$ cat src/rtl/tmc_spi_pkg.sv
// Shared types and constants for the TMC-style multi-channel SPI master.
package tmc_spi_pkg;

  // Transaction sequencer states.
  typedef enum logic [2:0] {
    ST_IDLE,
    ST_SETUP,
    ST_SHIFT,
    ST_HOLD,
    ST_GAP
  } state_t;

  // Status byte returned when the request names a channel that does not exist.
  localparam logic [7:0] STATUS_BAD_CH = 8'hFF;

  // Datagram length: one write flag, the register address, the register data.
  function automatic int frame_bits(input int addr_w, input int data_w);
    return 1 + addr_w + data_w;
  endfunction

endpackage

$ cat src/rtl/tmc_spi_bit_timer.sv
// SCLK bit-period timer: divides clk into low/high half periods and counts bits.
// fall_tick marks the clk edge that drives sclk 1->0, rise_tick the edge that
// drives it 0->1, and bit_done marks the end of the high half of the last bit.
module tmc_spi_bit_timer #(
  parameter int CLK_DIV    = 4,
  parameter int FRAME_BITS = 40
) (
  input  logic clk,
  input  logic reset,
  input  logic en,
  input  logic start,
  output logic fall_tick,
  output logic rise_tick,
  output logic bit_done
);

  localparam int DIV_W = $clog2(CLK_DIV);
  localparam int BIT_W = $clog2(FRAME_BITS + 1);

  logic [DIV_W-1:0] div_cnt;
  logic             high_half;
  logic [BIT_W-1:0] bit_cnt;
  logic             half_end;
  logic             last_bit;

  assign half_end  = en && (div_cnt == DIV_W'(CLK_DIV - 1));
  assign last_bit  = (bit_cnt == BIT_W'(FRAME_BITS - 1));
  assign rise_tick = half_end && !high_half;
  // The first falling edge is requested by the sequencer as it leaves SETUP;
  // every later one follows the high half of the previous bit.
  assign fall_tick = start || (half_end && high_half && !last_bit);
  assign bit_done  = half_end && high_half && last_bit;

  // Divider and bit counter; held cleared whenever the shift phase is inactive.
  always_ff @(posedge clk or posedge reset) begin
    if (reset) begin
      div_cnt   <= '0;
      high_half <= 1'b0;
      bit_cnt   <= '0;
    end else if (!en) begin
      div_cnt   <= '0;
      high_half <= 1'b0;
      bit_cnt   <= '0;
    end else if (half_end) begin
      div_cnt   <= '0;
      high_half <= !high_half;
      if (high_half) bit_cnt <= bit_cnt + BIT_W'(1);
    end else begin
      div_cnt <= div_cnt + DIV_W'(1);
    end
  end

endmodule

$ cat src/rtl/tmc_spi_master.sv
// Multi-channel SPI master issuing 40-bit TMC5130-style datagrams (mode 3).
// Request handshake: a request transfers on a clk edge where req_valid and
// req_ready are both high; req_ready is high only in IDLE and the request
// inputs are ignored on every other edge. resp_valid pulses for one cycle per
// accepted request and resp_status/resp_data hold until the next completion.
module tmc_spi_master
  import tmc_spi_pkg::*;
#(
  parameter  int NUM_CH   = 4,
  parameter  int ADDR_W   = 7,
  parameter  int DATA_W   = 32,
  parameter  int CLK_DIV  = 4,
  parameter  int CS_SETUP = 4,
  parameter  int CS_IDLE  = 8,
  localparam int CH_W     = (NUM_CH > 1) ? $clog2(NUM_CH) : 1
) (
  input  logic              clk,
  input  logic              reset,
  input  logic              req_valid,
  output logic              req_ready,
  input  logic [CH_W-1:0]   req_ch,
  input  logic              req_wr,
  input  logic [ADDR_W-1:0] req_addr,
  input  logic [DATA_W-1:0] req_data,
  output logic              resp_valid,
  output logic [7:0]        resp_status,
  output logic [DATA_W-1:0] resp_data,
  output logic              busy,
  output logic              sclk,
  output logic [NUM_CH-1:0] csn,
  output logic              mosi,
  input  logic              miso
);

  localparam int FRAME_BITS = frame_bits(ADDR_W, DATA_W);
  localparam int CH_SLOTS   = 1 << CH_W;
  localparam int WAIT_MAX   = (CS_SETUP > CS_IDLE) ? CS_SETUP : CS_IDLE;
  localparam int WAIT_W     = $clog2(WAIT_MAX + 1);

  state_t                  state_q;
  state_t                  state_d;
  logic [WAIT_W-1:0]       wait_cnt;
  logic                    bad_q;
  logic [FRAME_BITS-1:0]   tx_q;
  logic [FRAME_BITS-1:0]   rx_q;
  logic [CH_SLOTS-1:0]     ch_map;
  logic [NUM_CH-1:0]       sel_n;
  logic                    ch_ok;
  logic                    accept;
  logic                    setup_done;
  logic                    hold_done;
  logic                    gap_done;
  logic                    timer_en;
  logic                    timer_start;
  logic                    fall_tick;
  logic                    rise_tick;
  logic                    bit_done;

  // Channel-exists map so an out-of-range code never needs a runtime compare.
  for (genvar i = 0; i < CH_SLOTS; i++) begin : g_ch_map
    assign ch_map[i] = (i < NUM_CH);
  end

  assign ch_ok      = ch_map[req_ch];
  assign accept     = req_valid && req_ready;
  assign setup_done = (wait_cnt == WAIT_W'(CS_SETUP - 1));
  assign hold_done  = (wait_cnt == WAIT_W'(CS_SETUP - 1));
  assign gap_done   = (wait_cnt == WAIT_W'(CS_IDLE - 1));

  tmc_spi_bit_timer #(
    .CLK_DIV   (CLK_DIV),
    .FRAME_BITS(FRAME_BITS)
  ) u_bit_timer (
    .clk      (clk),
    .reset    (reset),
    .en       (timer_en),
    .start    (timer_start),
    .fall_tick(fall_tick),
    .rise_tick(rise_tick),
    .bit_done (bit_done)
  );

  // State register.
  always_ff @(posedge clk or posedge reset) begin
    if (reset) state_q <= ST_IDLE;
    else       state_q <= state_d;
  end

  // Next-state logic; a bad channel spends a single cycle in GAP.
  always_comb begin
    state_d = state_q;
    case (state_q)
      ST_IDLE:  if (req_valid) state_d = ch_ok ? ST_SETUP : ST_GAP;
      ST_SETUP: if (setup_done) state_d = ST_SHIFT;
      ST_SHIFT: if (bit_done) state_d = ST_HOLD;
      ST_HOLD:  if (hold_done) state_d = ST_GAP;
      ST_GAP:   if (bad_q || gap_done) state_d = ST_IDLE;
      default:  state_d = ST_IDLE;
    endcase
  end

  // State-decoded outputs and timer controls.
  always_comb begin
    req_ready   = (state_q == ST_IDLE);
    busy        = (state_q != ST_IDLE);
    timer_en    = (state_q == ST_SHIFT);
    timer_start = (state_q == ST_SETUP) && setup_done;
  end

  // Dwell counter for SETUP/HOLD/GAP, restarted on every state change.
  always_ff @(posedge clk or posedge reset) begin
    if (reset)                   wait_cnt <= '0;
    else if (state_d != state_q) wait_cnt <= '0;
    else if (state_q != ST_IDLE) wait_cnt <= wait_cnt + WAIT_W'(1);
  end

  // Active-low select pattern for the requested channel.
  always_comb begin
    sel_n = '1;
    for (int i = 0; i < NUM_CH; i++) begin
      if (req_ch == CH_W'(i)) sel_n[i] = 1'b0;
    end
  end

  // Shift registers, pin registers and response capture.
  always_ff @(posedge clk or posedge reset) begin
    if (reset) begin
      bad_q       <= 1'b0;
      tx_q        <= '0;
      rx_q        <= '0;
      mosi        <= 1'b0;
      sclk        <= 1'b1;
      csn         <= '1;
      resp_valid  <= 1'b0;
      resp_status <= '0;
      resp_data   <= '0;
    end else begin
      resp_valid <= 1'b0;
      if (accept) begin
        bad_q <= !ch_ok;
        tx_q  <= {req_wr, req_addr, req_data};
        if (ch_ok) begin
          csn  <= sel_n;
          mosi <= req_wr;
        end else begin
          resp_valid  <= 1'b1;
          resp_status <= STATUS_BAD_CH;
          resp_data   <= '0;
        end
      end
      // Falling sclk: present the next bit (the first fall re-presents the MSB).
      if (fall_tick) begin
        sclk <= 1'b0;
        mosi <= tx_q[FRAME_BITS-1];
        tx_q <= {tx_q[FRAME_BITS-2:0], 1'b0};
      end
      // Rising sclk: sample the chip's reply.
      if (rise_tick) begin
        sclk <= 1'b1;
        rx_q <= {rx_q[FRAME_BITS-2:0], miso};
      end
      if ((state_q == ST_HOLD) && hold_done) begin
        csn         <= '1;
        resp_valid  <= 1'b1;
        resp_status <= rx_q[FRAME_BITS-1 -: 8];
        resp_data   <= rx_q[DATA_W-1:0];
      end
    end
  end

endmodule

$ cat config.mk
export PLATFORM = sky130hd
export DESIGN_NAME = tmc_spi_master
export DESIGN_NICKNAME = d
export VERILOG_FILES = /design/src/rtl/tmc_spi_pkg.sv /design/src/rtl/tmc_spi_bit_timer.sv /design/src/rtl/tmc_spi_master.sv
export SDC_FILE = /design/constraint.sdc
export NUM_CORES = 1
export LEC_CHECK = 0
export CAP_MARGIN = 20
export CORE_MARGIN = 2
export CORE_UTILIZATION = 53
export DETAILED_ROUTE_END_ITERATION = 8
export HOLD_SLACK_MARGIN = 0.02
export PLACE_DENSITY = 0.81
export SYNTH_ARGS = -nofsm -noshare
export SYNTH_HDL_FRONTEND = slang
export SYNTH_SLANG_ARGS = --single-unit
$ cat constraint.sdc
create_clock -name clk -period 5.2 [get_ports clk]
set_input_delay 0.52 -clock clk [delete_from_list [all_inputs] [get_ports clk]]
set_output_delay 0.52 -clock clk [all_outputs]
set_load 0.1 [all_outputs]
## After elaboration in Yosys (flattened, before gate mapping)

Cells that the tools add are included.

| word-level totals | value |
|---|---|
| register bits | 144 |
| bits in latches | 0 |
| bits in writable memories | 0 |
| ROM bits | 0 |
| input port bits | 46 |
| output and inout port bits | 49 |
| word-level logic and storage cells | 100 |
| memories | 0 |

| operators by class | value |
|---|---|
| $add $sub $neg | 3 |
| multiply operators | 0 |
| divide/modulo/power cells | 0 |
| order comparisons | 1 |
| equality and inequality tests | 15 |
| shift-type cells | 0 |
| mux-type cells | 41 |
| bitwise logic cells | 0 |
| reductions and logical operators | 26 |

Operators with widths:

| kind | count |
|---|---|
| $mux 32 | 3 |
| $mux 40 | 2 |
| $mux 8 | 3 |
| $mux 4 | 5 |
| $mux 3 | 6 |
| $mux 6 | 3 |
| $mux 1 | 15 |
| $pmux 3 s5 | 1 |
| $reduce_bool 2->1 | 6 |
| $logic_and 1x1->1 | 8 |
| $reduce_and 2->1 | 4 |
| $add 6x1->6 const B | 1 |
| $eq 2x2->1 const B | 3 |
| $eq 3x2->1 const B | 2 |
| $eq 6x6->1 const B | 1 |
| $add 4x1->4 const B | 1 |
| $eq 4x2->1 const B | 1 |
| $eq 4x3->1 const B | 1 |
| $mux 2 | 2 |
| $ne 2x2->1 const B | 2 |
| $eq 3x1->1 const B | 1 |
| $eq 3x3->1 const B | 1 |
| $logic_not 1->1 | 3 |
| $logic_not 3->1 | 1 |
| 9 further kinds | 10 |

## Longest topological paths before layout

| logic depth | value |
|---|---|
| depth after elaboration | 8 |
| mapped depth | 9 |
| mapped depth without buffers | 5 |

## Cells and area by module

From an unflattened synthesis, not the netlist that was laid out.

| second synthesis, totals | value |
|---|---|
| cells, all modules | 460 |
| area, all modules | 6123.4 um^2 |

By module, submodules not included:

| module | times used | cells an instance | area an instance (um^2) | seq. area each (um^2) |
|---|---|---|---|---|
| tmc_spi_master | 1 | 411 | 5631.7 | 3359.5 |
| tmc_spi_bit_timer | 1 | 49 | 491.7 | 225.2 |

## Least setup slack after synthesis

OpenSTA, ideal clock, no wires.

| timing path | value |
|---|---|
| path type | flip-flop to flip-flop |
| from | register state_q[2] |
| to | register mosi |
| setup time | 0.127 ns |
| arrival | 2.518 ns |
| data required time | 5.073 ns |
| slack | 2.555 ns |
| cell stages (with the launch flop) | 10 |
| buffers on the path | 4 |
| period minus slack after synthesis | 2.645 ns |
| cells stage by stage | dfrtp_1 > buf_6 > or3_1 > buf_2 > inv_2 > nand2_1 > and3_4 > buf_6 > buf_6 > a221o_1 |

| between the ends | value |
|---|---|
| elaborated cells between the ends (all ways) | 13 |
| those cells by class | eq/ne (2); mux (1); reduce/logical (10) |

RTL lines:

| what | line | source |
|---|---|---|
| start, declared | tmc_spi_master.sv:40 | `state_t state_q;` |
| start signal, assigned | tmc_spi_master.sv:86 | `else state_q <= state_d;` |
| $logic_not 3->1 | tmc_spi_master.sv:104 | `req_ready = (state_q == ST_IDLE);` |
| named net req_ready | tmc_spi_master.sv:20 | `output logic req_ready,` |
| $logic_and 1x1->1 | tmc_spi_master.sv:65 | `assign accept = req_valid && req_ready;` |
| $reduce_bool 2->1 (no source line) | -- |  |
| $reduce_and 2->1 (no source line) | -- |  |
| end signal, assigned | tmc_spi_master.sv:144 | `mosi <= req_wr;` |
| end signal, assigned | tmc_spi_master.sv:154 | `mosi <= tx_q[FRAME_BITS-1];` |
| end, declared | tmc_spi_master.sv:31 | `output logic mosi,` |

The timed path passes the listed nets, and every way through them passes these cells.
A chain may end at the register's enable or synchronous reset.

## Worst setup path in the final report

| timing path | value |
|---|---|
| from | register state_q[2] |
| to | output req_ready |

| between the ends | value |
|---|---|
| longest elaborated chain between the ends | 1 |

RTL lines:

| what | line |
|---|---|
| $logic_not 3->1 | tmc_spi_master.sv:104 |
| end, declared | tmc_spi_master.sv:20 |

Every way passes these cells.

==> metrics <==
I/O pin count 95; CTS tree yes; Max Clk Rate 305 MHz; HPWL Detailed approximately 6900 um; ANT nets after route 0; Warnings, synthesis 0; Starting DRT DRC Count 228; CP Data Arrival Time roughly 2.8 ns; Tmin final 3.28 ns; number of diodes 0; final WL between 10,000 and 15,000 um; critical path peak fanout 10; worst clock skew 0.00716 ns; Yosys top cell by area dfrtp_1; count of final setup violators 0; most frequent cell after synthesis dfrtp_1; Reg-to-Reg Start wait_cnt[0]; crit-path cells or3_1, inv_2, clkdlybuf4s50_1; post-route insts no fill 653; total track usage 20.4%; WP data required 4.68 ns; relative slew slack 30.8%; RSZ-0062 raised after global routing false; Cell Pwr Density ~330 nW/um2; asr flop ratio synth 100%; Unique masters post-synth 36; Final Max Slew Viols 0; R2R setup slack between 2 and 3 ns; Design Area, Final approximately 7400 um2; crit path capture type output port; fill count 758; Synth Area per Inst 14.1 um2; CTS buffer count 17; CP peak stage delay 1.15 ns; Register-to-Register Path Depth 4; synth top area cells dfrtp_1 59%, mux2_2 15%, a221o_1 6.9%; worst setup path class flop to output port; Setup TNS Final 0 ns; Hold Fails Final Rpt 0; initial antenna violation count 0; Max rail drop VDD 227 uV; DIE AREA 11,800 um2; area grow syn2layout 27.3%; post-CTS setup buffer count 0; DR vias/cell ~5.5; most frequent cells after synthesis 138 x dfrtp_1, 80 x mux2_2, 42 x and2_1, 40 x a221o_1, 14 x nand2_1; area of the multi-input gates 2050 um2; Hold Path Class flop to flop; Least-Margin Pin Slew 1.04 ns; status finished clean; CTS Buffer Depth 2; Synth Instances 413; max cap viols 0; first-pass GRT wire length 18,600 um; clk sinks 143; Worst-path clk slew 0.06 ns; gpl congestion between 0.7 and 0.8; worst skew pair latency 0.52 ns; worst hold start u_bit_timer.div_cnt[0]; Resize count post-CTS 0; Critical-path top delay cell clkdlybuf4s50_1; die width 109 um; Final nets 551; register area 3580 um2; predominant post-synthesis flop cell dfrtp_1; placed cells approximately 620; Initial Util 54.0%; IO Port Bufs between 90 and 100; H-tree levels 4; clock root buffer clkbuf_8; die span in y 109 um; DP Area a little under 7000 um2; DRT Pass-1 Iters 4; Synth top area share about three fifths; Overflow after GRT 0; R2R Path End resp_data[26]; vias post-DR 3,610; hold worst-path end u_bit_timer.div_cnt[0]; pin count of the biggest net entering global routing roughly 110; WL/cell 17.1 um; top cell family by delay on the critical path buffers and inverters; hold depth 1; Post-CTS Hold Buffers 0; share of cells above drive strength 1 24.2%; syn nets about 460; core box area 10,800 um2; crit path launch type flop; Hold Slack 0.437 ns; number of global-route vias before repair about 3,800; period utilisation layout 63.1%; flip-flop and latch count after synthesis 143; row count 38; Post-synth EDFFs 0; Leak 3.48 nW; Remaining DRCs 0; Seq/Total Area, Yosys 61.5%; CP bufs+invs 2; Post-Synthesis Cell Area 5820 um2
[cell usage in the layout (no fill, tap or decap), drive strengths merged, types with 3 or more instances in the layout]
cell and instances:
a21oi 3, a221o 40, and2 42, buf 4
bufinv 4, clkbuf 19, clkdlybuf4s50 94, clkinv 6
dfrtp 138, dfstp 5, ha 3, inv 5
mux2 80, nand2 14, nand4 4, nor2 12
nor3 5, o32a 4, xnor2 4, xor2 6
[where the power goes]
group / internal (W) / total [W] / switching, W / leakage (nW)
combinational: 0.0000441 / 0.0000777 / 0.0000335 / 1.29
clock: 0.000796 / 0.00124 / 0.000441 / 0.299
sequential: 0.00113 / 0.00114 / 0.0000103 / 1.89
[state kept, by name, indices dropped and copies added (netlist names)]
register and count:
csn 4, mosi 1, resp_data 32, resp_status 8, resp_valid 1, rx_q 40
sclk 1, state_q 3, tx_q 40, u_bit_timer.bit_cnt 6, u_bit_timer.div_cnt 2, u_bit_timer.high_half 1
wait_cnt 4
[cells by family (layout without fill, tap and decap cells)]
group | Yosys count | after routing | share of synthesized area, %
buffers and inverters | 33 | 133 | 3.31
multiplexers | 81 | 81 | 15.6
AO/OA/AOI/OAI | 51 | 51 | 8.29
adder cells (fa/ha/maj) | 3 | 3 | 0.645
AND/OR/NAND/NOR | 92 | 92 | 9.07
XOR/XNOR | 10 | 10 | 1.50
flip-flops | 143 | 143 | 61.5
[metrics by stage]
stage	utilization, %	setup WS, ns	total power (W)
global route	68.7	1.85	0.00253
finish	68.7	1.92	0.00246
CTS	68.7	1.90	0.00248
floorplan	-	0.850	0.00119
global placement	63.1	2.49	0.00124
detailed placement	63.1	2.46	0.00124
[how the worst max path moves through the flow]
stage | from | endpoint | slack (ns) | depth (start not counted)
4_1_cts | state_q[0] | req_ready | 1.90 | 3
3_5_place_dp | state_q[2] | req_ready | 2.46 | 3
5_1_grt | state_q[2] | req_ready | 1.85 | 3
2_1_floorplan | reset | mosi | 0.85 | 1
3_3_place_gp | state_q[2] | req_ready | 2.49 | 3
6_report | state_q[2] | req_ready | 1.92 | 3
[per-layer routing]
layer / share of wire, % / wire length (um) / track usage (%) / vias up
met2: 47 / 5250 / 32.0 / 108
met3: 7.3 / 816 / 6.58 / 20
met5: 0 / 0 / 0 / -
li1: - / - / - / 1677
met1: 44 / 4930 / 26.5 / 1805
met4: 1.6 / 175 / 8.33 / 0
[final cells by class]
| class | instances | share of cell area [%] |
|---|---|---|
| clock buffers | 19 | 5.96 |
| clock inverters | 11 | 2.23 |
| inverters | 5 | 0.321 |
| multi-input cells | 237 | 27.7 |
| repair buffers | 98 | 13.1 |
| well taps | 140 | 2.36 |
| flip-flops and latches | 143 | 48.3 |
Power figures use the tool's default switching activity.
